==> config.mk <==
export PLATFORM = sky130hd
export DESIGN_NAME = apb4_bridge_xbar
export DESIGN_NICKNAME = d
export VERILOG_FILES = /design/src/rtl/apb4_bridge_pkg.sv /design/src/rtl/apb4_addr_dec.sv /design/src/rtl/apb4_bridge_xbar.sv
export SDC_FILE = /design/constraint.sdc
export NUM_CORES = 1
export LEC_CHECK = 0
export ABC_AREA = 1
export BUFFER_PORTS_ARGS = -buffer_cell sky130_fd_sc_hd__buf_2
export CAP_MARGIN = 25
export CORE_AREA = 2 2 189 191
export CTS_CLUSTER_SIZE = 40
export DETAILED_ROUTE_END_ITERATION = 16
export DIE_AREA = 0 0 191 193
export GPL_TIMING_DRIVEN = 0
export HOLD_SLACK_MARGIN = 0.08
export PLACE_DENSITY = 0.53
export SYNTH_ARGS = -nofsm -noshare
export SYNTH_HDL_FRONTEND = slang
export SYNTH_SLANG_ARGS = --single-unit
export TNS_END_PERCENT = 30
==> constraint.sdc <==
create_clock -name clk_i -period 1.81 [get_ports clk_i]
set_input_delay 0.0905 -clock clk_i [delete_from_list [all_inputs] [get_ports clk_i]]
set_output_delay 0.0905 -clock clk_i [all_outputs]
set_load 0.02 [all_outputs]
==> src/rtl/apb4_bridge_pkg.sv <==
// rtl/apb4_bridge_pkg.sv - shared types, defaults and slot decode helper for the APB4 bridge
package apb4_bridge_pkg;

  typedef enum logic [1:0] {
    ST_IDLE   = 2'd0,
    ST_SETUP  = 2'd1,
    ST_ACCESS = 2'd2,
    ST_RESP   = 2'd3
  } state_e;

  typedef enum logic [1:0] {
    ERR_NONE = 2'd0,
    ERR_SLV  = 2'd1,
    ERR_MISS = 2'd2,
    ERR_TMO  = 2'd3
  } err_code_e;

  localparam logic [31:0] ERR_RDATA_DEF = 32'hDEAD_BEEF;

  function automatic logic slot_hit(input logic [31:0] addr,
                                    input logic [31:0] base,
                                    input logic [31:0] mask);
    return ((addr & mask) == base);
  endfunction

endpackage

==> src/rtl/apb4_addr_dec.sv <==
// rtl/apb4_addr_dec.sv - base/mask address decoder, lowest matching slot wins
module apb4_addr_dec
  import apb4_bridge_pkg::*;
#(
  parameter int                    SLV_NUM  = 8,
  parameter logic [SLV_NUM*32-1:0] SLV_BASE = {SLV_NUM{32'h0}},
  parameter logic [SLV_NUM*32-1:0] SLV_MASK = {SLV_NUM{32'hFFFF_F000}},
  parameter int                    IDX_W    = (SLV_NUM > 1) ? $clog2(SLV_NUM) : 1
) (
  input  logic [31:0]      addr_i,
  output logic             hit_o,
  output logic [IDX_W-1:0] idx_o
);

  // Scan from the top down so the last assignment belongs to the lowest hit.
  always_comb begin
    hit_o = 1'b0;
    idx_o = '0;
    for (int i = SLV_NUM - 1; i >= 0; i--) begin
      if (slot_hit(addr_i, SLV_BASE[32*i +: 32], SLV_MASK[32*i +: 32])) begin
        hit_o = 1'b1;
        idx_o = IDX_W'(i);
      end
    end
  end

endmodule

==> src/rtl/apb4_bridge_xbar.sv <==
// rtl/apb4_bridge_xbar.sv - valid/ready memory port to SLV_NUM APB4 slaves with miss, timeout and sticky error
module apb4_bridge_xbar
  import apb4_bridge_pkg::*;
#(
  parameter int                    SLV_NUM     = 8,
  parameter logic [SLV_NUM*32-1:0] SLV_BASE    = {SLV_NUM{32'h0}},
  parameter logic [SLV_NUM*32-1:0] SLV_MASK    = {SLV_NUM{32'hFFFF_F000}},
  parameter int                    TIMEOUT_CYC = 255,
  parameter logic [31:0]           ERR_RDATA   = ERR_RDATA_DEF
) (
  input  logic                  clk_i,
  input  logic                  rst_n_i,
  input  logic                  mmap_valid_i,
  input  logic [31:0]           mmap_addr_i,
  input  logic [31:0]           mmap_wdata_i,
  input  logic [3:0]            mmap_wstrb_i,
  output logic [31:0]           mmap_rdata_o,
  output logic                  mmap_ready_o,
  output logic                  mmap_err_o,
  output logic [31:0]           apb_paddr_o,
  output logic [2:0]            apb_pprot_o,
  output logic [SLV_NUM-1:0]    apb_psel_o,
  output logic                  apb_penable_o,
  output logic                  apb_pwrite_o,
  output logic [31:0]           apb_pwdata_o,
  output logic [3:0]            apb_pstrb_o,
  input  logic [SLV_NUM-1:0]    apb_pready_i,
  input  logic [SLV_NUM*32-1:0] apb_prdata_i,
  input  logic [SLV_NUM-1:0]    apb_pslverr_i,
  output logic [31:0]           err_addr_o,
  output logic [1:0]            err_code_o,
  input  logic                  err_clr_i,
  output logic                  err_irq_o
);

  localparam int IDX_W   = (SLV_NUM > 1) ? $clog2(SLV_NUM) : 1;
  localparam int TMO_RAW = $clog2(TIMEOUT_CYC + 1);
  localparam int TMO_W   = (TMO_RAW < 8) ? 8 : ((TMO_RAW > 16) ? 16 : TMO_RAW);
  localparam bit TMO_EN  = (TIMEOUT_CYC > 0);
  localparam logic [TMO_W-1:0] TMO_LAST = TMO_W'((TIMEOUT_CYC > 0) ? TIMEOUT_CYC - 1 : 0);

  logic             dec_hit;
  logic [IDX_W-1:0] dec_idx;

  apb4_addr_dec #(
    .SLV_NUM  (SLV_NUM),
    .SLV_BASE (SLV_BASE),
    .SLV_MASK (SLV_MASK),
    .IDX_W    (IDX_W)
  ) u_dec (
    .addr_i (mmap_addr_i),
    .hit_o  (dec_hit),
    .idx_o  (dec_idx)
  );

  state_e             state_q, state_d;
  logic [SLV_NUM-1:0] psel_q, psel_d;
  logic               penable_q, penable_d;
  logic               pwrite_q, pwrite_d;
  logic [31:0]        paddr_q, paddr_d;
  logic [31:0]        pwdata_q, pwdata_d;
  logic [3:0]         pstrb_q, pstrb_d;
  logic [IDX_W-1:0]   idx_q, idx_d;
  logic [TMO_W-1:0]   cnt_q, cnt_d;
  logic               ready_q, ready_d;
  logic               err_q, err_d;
  logic [31:0]        rdata_q, rdata_d;
  logic [31:0]        err_addr_q, err_addr_d;
  err_code_e          err_code_q, err_code_d;

  logic               new_err;
  err_code_e          new_code;
  logic [31:0]        new_addr;
  logic               sel_ready;
  logic               sel_slverr;
  logic [31:0]        sel_rdata;
  logic               tmo_hit;

  assign sel_ready  = apb_pready_i[idx_q];
  assign sel_slverr = apb_pslverr_i[idx_q];
  assign sel_rdata  = apb_prdata_i[32*idx_q +: 32];
  assign tmo_hit    = TMO_EN && (cnt_q == TMO_LAST);

  always_comb begin
    state_d    = state_q;
    psel_d     = psel_q;
    penable_d  = penable_q;
    pwrite_d   = pwrite_q;
    paddr_d    = paddr_q;
    pwdata_d   = pwdata_q;
    pstrb_d    = pstrb_q;
    idx_d      = idx_q;
    cnt_d      = cnt_q;
    ready_d    = 1'b0;
    err_d      = 1'b0;
    rdata_d    = '0;
    err_addr_d = err_addr_q;
    err_code_d = err_code_q;
    new_err    = 1'b0;
    new_code   = ERR_NONE;
    new_addr   = paddr_q;

    case (state_q)
      ST_IDLE: begin
        if (mmap_valid_i) begin
          if (dec_hit) begin
            state_d   = ST_SETUP;
            psel_d    = SLV_NUM'(1) << dec_idx;
            penable_d = 1'b0;
            pwrite_d  = |mmap_wstrb_i;
            paddr_d   = mmap_addr_i;
            pwdata_d  = mmap_wdata_i;
            pstrb_d   = mmap_wstrb_i;
            idx_d     = dec_idx;
            cnt_d     = '0;
          end else begin
            state_d  = ST_RESP;
            ready_d  = 1'b1;
            err_d    = 1'b1;
            rdata_d  = ERR_RDATA;
            new_err  = 1'b1;
            new_code = ERR_MISS;
            new_addr = mmap_addr_i;
          end
        end
      end
      ST_SETUP: begin
        state_d   = ST_ACCESS;
        penable_d = 1'b1;
      end
      ST_ACCESS: begin
        // pready is tested first so a response on the expiry cycle still completes normally.
        if (sel_ready) begin
          state_d   = ST_RESP;
          psel_d    = '0;
          penable_d = 1'b0;
          ready_d   = 1'b1;
          err_d     = sel_slverr;
          rdata_d   = pwrite_q ? 32'h0 : sel_rdata;
          new_err   = sel_slverr;
          new_code  = ERR_SLV;
        end else if (tmo_hit) begin
          state_d   = ST_RESP;
          psel_d    = '0;
          penable_d = 1'b0;
          ready_d   = 1'b1;
          err_d     = 1'b1;
          rdata_d   = ERR_RDATA;
          new_err   = 1'b1;
          new_code  = ERR_TMO;
        end else if (cnt_q != '1) begin
          cnt_d = cnt_q + 1'b1;
        end
      end
      ST_RESP: begin
        state_d = ST_IDLE;
      end
      default: begin
        state_d = ST_IDLE;
      end
    endcase

    if (err_clr_i) begin
      err_code_d = ERR_NONE;
      err_addr_d = '0;
    end else if (new_err && (err_code_q == ERR_NONE)) begin
      err_code_d = new_code;
      err_addr_d = new_addr;
    end
  end

  always_ff @(posedge clk_i) begin
    if (!rst_n_i) begin
      state_q    <= ST_IDLE;
      psel_q     <= '0;
      penable_q  <= 1'b0;
      pwrite_q   <= 1'b0;
      paddr_q    <= '0;
      pwdata_q   <= '0;
      pstrb_q    <= '0;
      idx_q      <= '0;
      cnt_q      <= '0;
      ready_q    <= 1'b0;
      err_q      <= 1'b0;
      rdata_q    <= '0;
      err_addr_q <= '0;
      err_code_q <= ERR_NONE;
    end else begin
      state_q    <= state_d;
      psel_q     <= psel_d;
      penable_q  <= penable_d;
      pwrite_q   <= pwrite_d;
      paddr_q    <= paddr_d;
      pwdata_q   <= pwdata_d;
      pstrb_q    <= pstrb_d;
      idx_q      <= idx_d;
      cnt_q      <= cnt_d;
      ready_q    <= ready_d;
      err_q      <= err_d;
      rdata_q    <= rdata_d;
      err_addr_q <= err_addr_d;
      err_code_q <= err_code_d;
    end
  end

  assign mmap_ready_o  = ready_q;
  assign mmap_err_o    = err_q;
  assign mmap_rdata_o  = rdata_q;
  assign apb_paddr_o   = paddr_q;
  assign apb_pprot_o   = 3'b000;
  assign apb_psel_o    = psel_q;
  assign apb_penable_o = penable_q;
  assign apb_pwrite_o  = pwrite_q;
  assign apb_pwdata_o  = pwdata_q;
  assign apb_pstrb_o   = pstrb_q;
  assign err_addr_o    = err_addr_q;
  assign err_code_o    = err_code_q;
  assign err_irq_o     = (err_code_q != ERR_NONE);

endmodule

### After elaboration in Yosys (flattened, before gate mapping)

Cells that the tools add are included.

* bits in registers: 156
* output and inout bits: 150
* logic and storage cells: 83

* add/sub/neg operators: 1
* eq/ne operators: 11
* mux-type cells: 43
* bitwise logic cells: 1
* reductions and logical operators: 14

Operators by type and width (count)
* 32-bit 2-to-1 mux: 8
* 8-bit 2-to-1 mux: 9
* 32-bit case mux with 2 select lines: 1
* 32-bit logical NOT: 1
* 8-bit case mux with 2 select lines: 2
* 2-bit 2-to-1 mux: 8
* 1-bit 2-to-1 mux: 10
* 2-bit inequality test, second input constant: 5
* 8-bit by 1-bit adder with 8-bit output, second input constant: 1
* 8-bit equality test, second input constant: 1
* 8-bit inequality test, second input constant: 1
* 2-bit case mux with 4 select lines: 1
* 4-bit AND reduction: 2
* 6-bit AND reduction: 1
* 2-bit equality test, second input constant: 2
* 2-bit logical NOT: 2
* 1-bit case mux with 2 select lines: 2
* 2-bit case mux with 2 select lines: 1
* 2-bit nonzero test: 2
* 4-bit OR reduction: 1
* 3-bit inequality test, second input constant: 1
* 1-bit case mux with 3 select lines: 1
* 3-bit AND reduction: 1
* 3-bit nonzero test: 1
* other kinds (5): 5

### Longest topological paths before layout

Gate-level depths: netlist (run 1).

* word-level depth: 6
* mapped depth: 13
* gate-level depth less buffers: 13

### Hierarchy

A second synthesis (run 1) with hierarchy kept.

* cells, all modules: 1319
* area, all modules: 8643.3 um2

By module, submodules not included
* apb4_bridge_xbar: instances 1, cells an instance 1298, area an instance 8545.7 um2
* apb4_addr_dec: instances 1, cells an instance 21, area an instance 97.6 um2

### Worst setup path after synthesis (run 1)

No wires, ideal clock.

* kind: reg-to-reg
* from: register state_q[0]
* to: register cnt_q[7]
* library setup time: 0.132 ns
* data arrival time: 1.595 ns
* data required time: 1.678 ns
* slack: 0.082 ns
* cell stages (with the launch flop): 11
* period minus slack after synthesis: 1.728 ns
* cells stage by stage: dfxtp_1 inv_1 ha_1 buf_4 nand2_1 nor3b_1 nand2_1 nor2_2 nand2_1 nand2_1 a21oi_1

* cells in the longest elaborated chain, start to end: 3
* elaborated cells between the ends (all ways): 10
* classes of those cells: 6 x eq/ne; 1 x mux; 3 x reduce/logical

Ends and longest elaborated chain
* start, declared: line apb4_bridge_xbar.sv:56 `state_e state_q, state_d;`
* start signal, assigned: line apb4_bridge_xbar.sv:189 `state_q <= state_d;`
* 2-bit equality test / 2-bit logical NOT (equally long branches): line apb4_bridge_xbar.sv:103 `case (state_q)`
* 2-bit inequality test (no source line) / 2-bit nonzero test (equally long branches)
* 6-bit AND reduction (no source line)
* end signal, assigned: line apb4_bridge_xbar.sv:197 `cnt_q <= cnt_d;`
* end, declared: line apb4_bridge_xbar.sv:64 `logic [TMO_W-1:0] cnt_q, cnt_d;`

Several ways; a longest one is shown, not always the timed one.
A chain may end at the register's enable or synchronous reset.

### Final worst setup path (run 1)

* from: register cnt_q[0]
* to: register err_addr_q[20], in the netlist err_addr_o[20]

* cells in the longest elaborated chain, start to end: 5

Ends and longest elaborated chain
* 8-bit equality test: line apb4_bridge_xbar.sv:82 `assign tmo_hit = TMO_EN && (cnt_q == TMO_LAST);`
* 1-bit 2-to-1 mux: line apb4_bridge_xbar.sv:142 `end else if (tmo_hit) begin`
* 1-bit 2-to-1 mux: line apb4_bridge_xbar.sv:133 `if (sel_ready) begin`
* 1-bit case mux with 2 select lines: line apb4_bridge_xbar.sv:103
* 1-bit logical AND: line apb4_bridge_xbar.sv:166 `end else if (new_err && (err_code_q == ERR_NONE)) begin`
* end signal, assigned: line apb4_bridge_xbar.sv:201 `err_addr_q <= err_addr_d;`
* end, declared: line apb4_bridge_xbar.sv:68 `logic [31:0] err_addr_q, err_addr_d;`

No other way between the ends.

==> Implementation_results.wiki, run 1 <==
{| class="wikitable"
! Metric !! Value
|-
| Power density over cell area || 1127 nW/um^2
|-
| Most used cells in the layout excluding fill and tap cells || 246 x buf_2, 191 x nand2_1, 146 x dfxtp_1, 143 x nor2_1, 100 x dlygate4sd3_1
|-
| Post-synthesis area per instance || 7.395 um^2
|-
| Detail Placement HPWL || 17210 um
|-
| Period utilization || 97.30%
|-
| Number of distinct library cells after synthesis || 33
|-
| Largest net degree at the start of global routing || 17
|-
| Largest fanout of any net on the critical path || 10
|-
| Least-Margin Pin Slew || 709.0 ps
|-
| Max Slew Vio Count || 0
|-
| Post-layout worst setup margin || 48.92 ps
|-
| Summed instance area of the synthesized netlist || 5946 um^2
|-
| Final setup violation count || 0
|-
| Leakage power total || 4.721 nW
|-
| Area post-placement || 7782 um^2
|-
| WL final || 24240 um
|-
| Post-layout instance area || 9706 um^2
|-
| Synth area leader || dfxtp_1
|-
| I/O pin cnt || 494
|-
| Portion of total power attributed to combinational logic || 31.0%
|-
| TritonRoute pass-1 iters || 5
|-
| Final Net Count || 1534
|-
| Clock Skew || 8.397 ps
|-
| Area contributors post-synth || dfxtp_1 50%, nand2_1 12%, nor2_1 9.3%, a21oi_1 5.6%, o21ai_0 4.3%
|-
| Clock Tree Buf Depth || 2
|-
| Clock insertion delay at the later pin of the skew report || 440 ps
|-
| Root Buffer || clkbuf_16
|-
| Synthesis-to-finish area growth || 63.24%
|-
| Kind of launch point of the worst setup path || flip-flop
|-
| Status || complete, no violations
|-
| Number of global-route vias before repair || 6348
|-
| Die X || 191 um
|-
| Crit path arrival time || 2140 ps
|-
| DR DRC count || 0
|-
| Worst setup timing slack at the placement stage || -320.4 ps
|-
| Required time of the worst setup path || 2180 ps
|-
| Detail-routed via count per cell || 3.981
|-
| Yosys Warn Count || 0
|-
| Total Routing Usage GR || 12.92%
|-
| Max-capacitance violation count || 0
|-
| Worst-case vdd ir drop || 0.6507 mV
|-
| Proportion of layout cells with a drive suffix above 1 || 30.58%
|-
| Final antenna-violating net count || 0
|-
| Final period demand of the worst path || 1761 ps
|-
| Initial cell density of the core || 17.00%
|-
| Synth Register Bits || 149
|-
| Timing-limited maximum frequency || 0.5678 GHz
|-
| Number of H-tree levels || 4
|-
| # fillers || 3797
|-
| 1st-iter DRT viols || 269
|-
| IO buf count || 245
|-
| Via count || 6605
|-
| Switching power summed over all nets || 0.003819 W
|-
| Most frequent standard cell in the layout excluding fill and tap cells || buf_2
|-
| CTS tree || yes
|-
| Endpoint type of the worst setup path || flip-flop
|-
| Worst rel slew slack || 52.73%
|-
| Startpoint-to-endpoint class of the critical path || reg2reg
|-
| Proportion of power drawn by flip-flops and latches || 33.2%
|-
| Number of antenna violations at the first check in global routing || 4
|-
| Std cell rows || 69
|-
| Design internal power || 0.007118 W
|-
| Height of the die || 193 um
|-
| RSZ-0062 raised after global routing || true
|-
| Clock net sink count || 149
|-
| GR Overflow Total || 0
|-
| GPL Wtd Cong || 0.7953
|-
| Clock power frac || 35.8%
|-
| Setup total negative slack || 0 ps
|-
| Core region area || 34960 um^2
|-
| Part of the Yosys area used for sequential elements || 50.17%
|-
| Path type of the worst min-delay path || in2reg
|-
| Post-Syn Instances || 804
|-
| TritonCTS Buffers || 17
|-
| WL per Instance || 14.61 um
|-
| Final hold viol count || 0
|-
| Clock-pin transition on the worst setup and hold timing paths || 70 ps
|-
| Floorplan die area || 36860 um^2
|-
| First-pass GRT wire length || 35460 um
|-
| Area share of the leading cell type in the synthesized netlist || 50.17%
|-
| Switching fraction of total power || 34.92%
|}
## metal layers
metal  vias up  track usage [%]  part of all wire [%]
met4         4            4.800                   2.1
li1       3294                -                     -
met1      3036            16.28                    46
met5         -                0                  0.11
met3        35            4.163                   7.6
met2       236            20.61                    44
## flip-flops by register name, indices dropped and copies added, names as in the netlist
name,count
apb_pwrite_o,1
mmap_err_o,1
apb_paddr_o,32
mmap_ready_o,1
state_q,2
apb_penable_o,1
err_code_o,2
apb_pstrb_o,4
mmap_rdata_o,32
cnt_q,8
err_addr_o,32
apb_pwdata_o,32
apb_psel_o,1
## stage by stage
step / hold slack [ps] / utilization (%) / instances / total power (W)
after floorplan: 209.7 / - / 813 / 0.005434
after global placement: 314.5 / 22.26 / 1519 / 0.006348
after detailed placement: 318.6 / 22.26 / 1519 / 0.006356
after CTS: 80.84 / 27.15 / 1652 / 0.01066
after global routing: 135.4 / 27.75 / 1658 / 0.01152
final: 99.05 / 27.76 / 1659 / 0.01094
## power groups by stage
stage	Sequential (W)	Combinational, W	Clock (W)
3_5_place_dp	0.00370	0.00266	0
4_1_cts	0.00362	0.00301	0.00403
2_1_floorplan	0.00399	0.00145	0
5_1_grt	0.00365	0.00370	0.00416
6_report	0.00363	0.00339	0.00392
3_3_place_gp	0.00369	0.00266	0
## what timing repair did
action,4_1_cts,5_1_grt
setup buffers,2,5
setup endpoints to repair,128,119
endpoints found under the hold margin,112,3
cloned,0,2
hold buffers,99,1
gates resized for setup,24,46
pin swaps,3,6
## cell usage after synthesis (all sizes together)
library cell    n
xor2            5
nand2         202
nor2          153
clkbuf         24
xnor2           1
buf            33
nor3            1
nor3b           1
conb            1
dfxtp         149
nand4           4
inv            48
o22ai           1
ha              6
o21ai          55
a211oi          1
or2             1
o21bai          1
a21oi          67
nand3          50
## layout make-up
type                    count  area, um^2  share of cell area (%)
diodes                      1       2.502                 0.02578
plain buffers              55       389.1                   4.009
clock buffers              17       425.4                   4.383
clock inverters            15       209.0                   2.153
inverters                  48       182.7                   1.882
multi-input cells         559        2615                   26.94
flip-flops and latches    149        2987                   30.77
well taps                 461       576.8                   5.943
repair buffers            354        2318                   23.89
## final timing paths
path / from / end / slack, ps / depth (start not counted)
setup / recovery: cnt_q[0]$_SDFFE_PN0P_ / err_addr_o[20]$_SDFFE_PP0P_ / 50 / 12
hold / removal: mmap_addr_i[31] / err_addr_o[31]$_SDFFE_PP0P_ / 100 / 5
setup reg to reg: cnt_q[0]$_SDFFE_PN0P_ / err_addr_o[20]$_SDFFE_PP0P_ / 50 / 12
hold reg to reg: apb_paddr_o[30]$_SDFFE_PN0P_ / apb_paddr_o[30]$_SDFFE_PN0P_ / 450 / 2
## critical path: stages, from the launching register on
cell	delay, ps
dfxtp_2	340
inv_2	60
ha_1	140
inv_1	40
nor2_2	110
nand2_2	90
nand2_2	120
nand3_4	110
a21oi_4	190
buf_12	140
buf_8	130
nand2_1	80
a21oi_2	130
## logic make-up (layout without fill, tap and decap cells)
kind of cell / Yosys count / in the layout / synth area share, %
AO/OA/AOI/OAI: 125 / 125 / 10.69
buffers and inverters: 105 / 489 / 8.565
flip-flops: 149 / 149 / 50.17
other: 1 / 11 / 0.06307
adder cells (fa/ha/maj): 6 / 6 / 1.263
AND/OR/NAND/NOR: 412 / 412 / 28.37
XOR/XNOR: 6 / 6 / 0.8838
No activity file was read; power rests on OpenSTA's default activity.
==> inputs of run 2 (changes only) <==
--- a/config.mk
+++ b/config.mk
@@ -5,13 +5,12 @@
 export SDC_FILE = /design/constraint.sdc
 export NUM_CORES = 1
 export LEC_CHECK = 0
-export ABC_AREA = 1
 export BUFFER_PORTS_ARGS = -buffer_cell sky130_fd_sc_hd__buf_2
 export CAP_MARGIN = 25
-export CORE_AREA = 2 2 189 191
+export CORE_AREA = 2 2 191 193
 export CTS_CLUSTER_SIZE = 40
 export DETAILED_ROUTE_END_ITERATION = 16
-export DIE_AREA = 0 0 191 193
+export DIE_AREA = 0 0 193 195
 export GPL_TIMING_DRIVEN = 0
 export HOLD_SLACK_MARGIN = 0.08
 export PLACE_DENSITY = 0.53
==> Implementation_results.wiki, run 2 <==
{| class="wikitable"
! Metric !! Value
|-
| Status || complete, but fails checks
|-
| Violations in the final reports || setup timing
|-
| Std cell rows || 69 (unchanged)
|-
| Number of global-route vias before repair || 6421 (+1.1%)
|-
| Worst setup timing slack at the placement stage || -892.9 ps (-572.5 ps)
|-
| Endpoint type of the worst setup path || flip-flop
|-
| Async set or reset register ratio after synthesis || 0% (unchanged)
|-
| Final antenna-violating net count || 0 (unchanged)
|-
| Area share of the leading cell type in the synthesized netlist || 49.11% (-1.1 points)
|-
| Length in cells of the worst reg-to-reg path || 9 (-3)
|-
| Required time of the worst setup path || 2140 ps (-40 ps)
|-
| Proportion of power drawn by flip-flops and latches || 31.5% (-1.7 points)
|-
| Max-capacitance violation count || 0 (unchanged)
|-
| Summed instance area of the synthesized netlist || 6073 um^2 (+2.1%)
|-
| Detail-routed via count per cell || 4.126 (+3.6%)
|-
| Internal reg-to-reg setup slack || -70 ps (-120 ps)
|-
| End of the worst register-to-register path || err_addr_o[2]$_SDFFE_PP0P_
|-
| Least-Margin Pin Slew || 797.9 ps (+88.87 ps)
|-
| Height of the die || 195 um (+1.0%)
|-
| Floorplan die area || 37640 um^2 (+2.1%)
|-
| Hold wc startpoint || rst_n_i
|-
| Part of the Yosys area used for sequential elements || 49.11% (-1.1 points)
|-
| Period utilization || 103.7% (+6.4 points)
|-
| Root Buffer || clkbuf_16
|-
| Final setup violation count || 31 (+31)
|-
| Destination of the worst hold path || cnt_q[6]$_SDFFE_PN0P_
|-
| Worst-case hold slack || 129.0 ps (+29.99 ps)
|-
| First-pass GRT wire length || 37090 um (+4.6%)
|-
| WL per Instance || 16.01 um (+9.5%)
|-
| Via count || 6404 (-3.0%)
|-
| Switching power summed over all nets || 0.004339 W (+14%)
|-
| IO buf count || 245 (unchanged)
|-
| Max Slew Vio Count || 0 (unchanged)
|-
| DR DRC count || 0 (unchanged)
|-
| Proportion of layout cells with a drive suffix above 1 || 39.58% (+9.0 points)
|-
| Path type of the worst min-delay path || in2reg
|-
| Final Net Count || 1421 (-7.4%)
|-
| Ranking of synthesized cells by instance count || 149 x dfxtp_1, 133 x nand2_1, 59 x a21oi_1, 37 x clkbuf_1, 35 x a21boi_0
|-
| Kind of launch point of the worst setup path || flip-flop
|-
| Power density over cell area || 1158 nW/um^2 (+2.7%)
|-
| Switching fraction of total power || 36.47% (+1.6 points)
|-
| Clock Skew || 15.49 ps (+7.093 ps)
|-
| Number of distinct library cells after synthesis || 55 (+67%)
|-
| Clock power frac || 32.0% (-3.8 points)
|-
| Total power of the final layout || 0.01190 W (+8.8%)
|-
| Largest net degree at the start of global routing || 17 (unchanged)
|-
| RSZ-0062 raised after global routing || true
|-
| Number of H-tree levels || 4 (unchanged)
|-
| TritonRoute pass-1 iters || 7 (+2)
|-
| Clock net sink count || 149 (unchanged)
|-
| Initial cell density of the core || 17.16% (+0.15 points)
|-
| Area contributors post-synth || dfxtp_1 49%, nand2_1 8.2%, a221oi_2 4.9%, a21oi_1 4.9%, a21boi_0 4.3%
|-
| Most frequent standard cell in the layout excluding fill and tap cells || buf_2
|-
| GR Overflow Total || 0 (unchanged)
|-
| Total Routing Usage GR || 13.00% (+0.078 points)
|-
| Main flop type after synthesis || dfxtp_1
|-
| Design internal power || 0.007558 W (+6.2%)
|-
| TritonCTS Buffers || 17 (unchanged)
|-
| Crit path arrival time || 2200 ps (+60 ps)
|-
| Clock Tree Buf Depth || 2 (unchanged)
|-
| Synthesis-to-finish area growth || 69.20%
|-
| Worst-case vdd ir drop || 0.8069 mV (+24%)
|-
| Clock-pin transition on the worst setup and hold timing paths || 70 ps (about the same)
|-
| Final hold viol count || 0 (unchanged)
|-
| Clock insertion delay at the later pin of the skew report || 440 ps (about the same)
|-
| Portion of total power attributed to combinational logic || 36.5% (+5.5 points)
|-
| I/O pin cnt || 494 (unchanged)
|-
| Worst rel slew slack || 46.81% (-5.9 points)
|-
| Post-synthesis area per instance || 8.998 um^2 (+22%)
|-
| Leakage power total || 4.475 nW (-5.2%)
|-
| Start of the worst register-to-register path || state_q[0]$_SDFFE_PN0P_
|-
| Number of synthesized flops with an enable pin || 0 (unchanged)
|-
| Post-Syn Instances || 675 (-16%)
|-
| Most used cells in the layout excluding fill and tap cells || 247 x buf_2, 142 x dfxtp_1, 132 x nand2_1, 100 x dlygate4sd3_1, 46 x a21oi_1
|-
| CTS tree || yes
|-
| # fillers || 3737 (-1.6%)
|-
| 1st-iter DRT viols || 256 (-4.8%)
|-
| Final period demand of the worst path || 1877 ps (+115.9 ps)
|-
| Number of antenna violations at the first check in global routing || 9 (+5)
|-
| Synth Register Bits || 149 (unchanged)
|-
| Post-layout worst setup margin || -66.96 ps (-115.9 ps)
|-
| Synth area leader || dfxtp_1
|-
| Die X || 193 um (+1.0%)
|-
| Number of stages on the worst hold path || 4 (-1)
|-
| Timing-limited maximum frequency || 0.5328 GHz (-6.2%)
|-
| Detail Placement HPWL || 17880 um (+3.9%)
|-
| Yosys Warn Count || 0 (unchanged)
|-
| WL final || 24840 um (+2.5%)
|-
| GPL Wtd Cong || 0.7627 (-4.1%)
|-
| Largest fanout of any net on the critical path || 6 (-4)
|-
| Beginning of the critical path || state_q[0]$_SDFFE_PN0P_
|-
| Core region area || 35400 um^2 (+1.2%)
|-
| Startpoint-to-endpoint class of the critical path || reg2reg
|-
| Most frequent cell after synthesis || dfxtp_1
|}
==> run 2: metal layers <==
| layer | track usage [%] | vias to the layer above | share of wire, % |
|---|---|---|---|
| li1 | - | 3158 | - |
| met1 | 16.82 | 2955 | 46 |
| met2 | 20.08 | 247 | 44 |
| met3 | 4.080 | 38 | 7.9 |
| met4 | 5.022 | 6 | 2.4 |
| met5 | 0 | - | 0.19 |
==> run 2: power groups by stage <==
stage / Sequential [W] / Combinational (W) / Clock, W
finish: 0.00375 / 0.00434 / 0.00381
global route: 0.00379 / 0.00468 / 0.00404
CTS: 0.00375 / 0.00422 / 0.00390
detailed placement: 0.00382 / 0.00322 / 0
global placement: 0.00381 / 0.00318 / 0
floorplan: 0.00417 / 0.00178 / 0
==> run 2: worst max path at each step <==
stage	slack [ps]	endpoint	depth (start not counted)
CTS	-70	err_addr_o[27]$_SDFFE_PP0P_	9
global route	-130	err_addr_o[2]$_SDFFE_PP0P_	9
global placement	-820	mmap_rdata_o[23]$_SDFF_PN0_	7
floorplan	-10	cnt_q[7]$_SDFFE_PN0P_	8
detailed placement	-890	mmap_rdata_o[5]$_SDFF_PN0_	7
finish	-70	err_addr_o[2]$_SDFFE_PP0P_	9
==> run 2: cell type report <==
| class | instances | area [um^2] | share of cell area [%] |
|---|---|---|---|
| inverter | 26 | 105.1 | 1.023 |
| antenna | 7 | 17.52 | 0.1705 |
| buffer | 64 | 498.0 | 4.846 |
| tap | 461 | 576.8 | 5.613 |
| multi-input combinational | 442 | 2947 | 28.67 |
| clock buffer | 18 | 439.2 | 4.274 |
| sequential | 149 | 2999 | 29.19 |
| clock inverter | 14 | 185.2 | 1.802 |
| timing repair buffer | 371 | 2509 | 24.41 |
==> run 2: cell families (layout without fill, tap and decap cells) <==
logic type / after synthesis / after routing / share of synthesized area (%)
multiplexers: 1 / 1 / 0.1648
adder cells (fa/ha/maj): 6 / 6 / 1.236
other: 1 / 17 / 0.06175
AO/OA/AOI/OAI: 209 / 209 / 25.98
flip-flops: 149 / 149 / 49.11
buffers and inverters: 93 / 493 / 7.025
AND/OR/NAND/NOR: 216 / 216 / 16.42
==> run 2: timing repair <==
item | CTS | global route
hold buffers | 100 | 0
endpoints found under the hold margin | 105 | 0
gates resized for setup | 97 | 34
setup buffers | 19 | 3
endpoints found under the setup margin | 149 | 133
cloned | 3 | 1
pin swaps | 19 | 8
==> run 2: critical path, stage by stage (launching register included) <==
cell and delay, ps:
dfxtp_2 340, inv_2 60, ha_4 160, buf_6 120, and3_4 170, a41oi_4 280
buf_8 200, a21oi_4 80, buf_6 130, o221a_1 230
==> run 2: stage by stage <==
stage | setup TNS [ps] | util (%) | area (um^2) | cells
floorplan | -86.14 | - | 6147 | 684
global placement | -77960 | 22.46 | 7950 | 1390
detailed placement | -83940 | 22.46 | 7950 | 1390
CTS | -1757 | 28.70 | 10160 | 1542
global route | -3720 | 29.00 | 10270 | 1548
finish | -1731 | 29.03 | 10280 | 1552
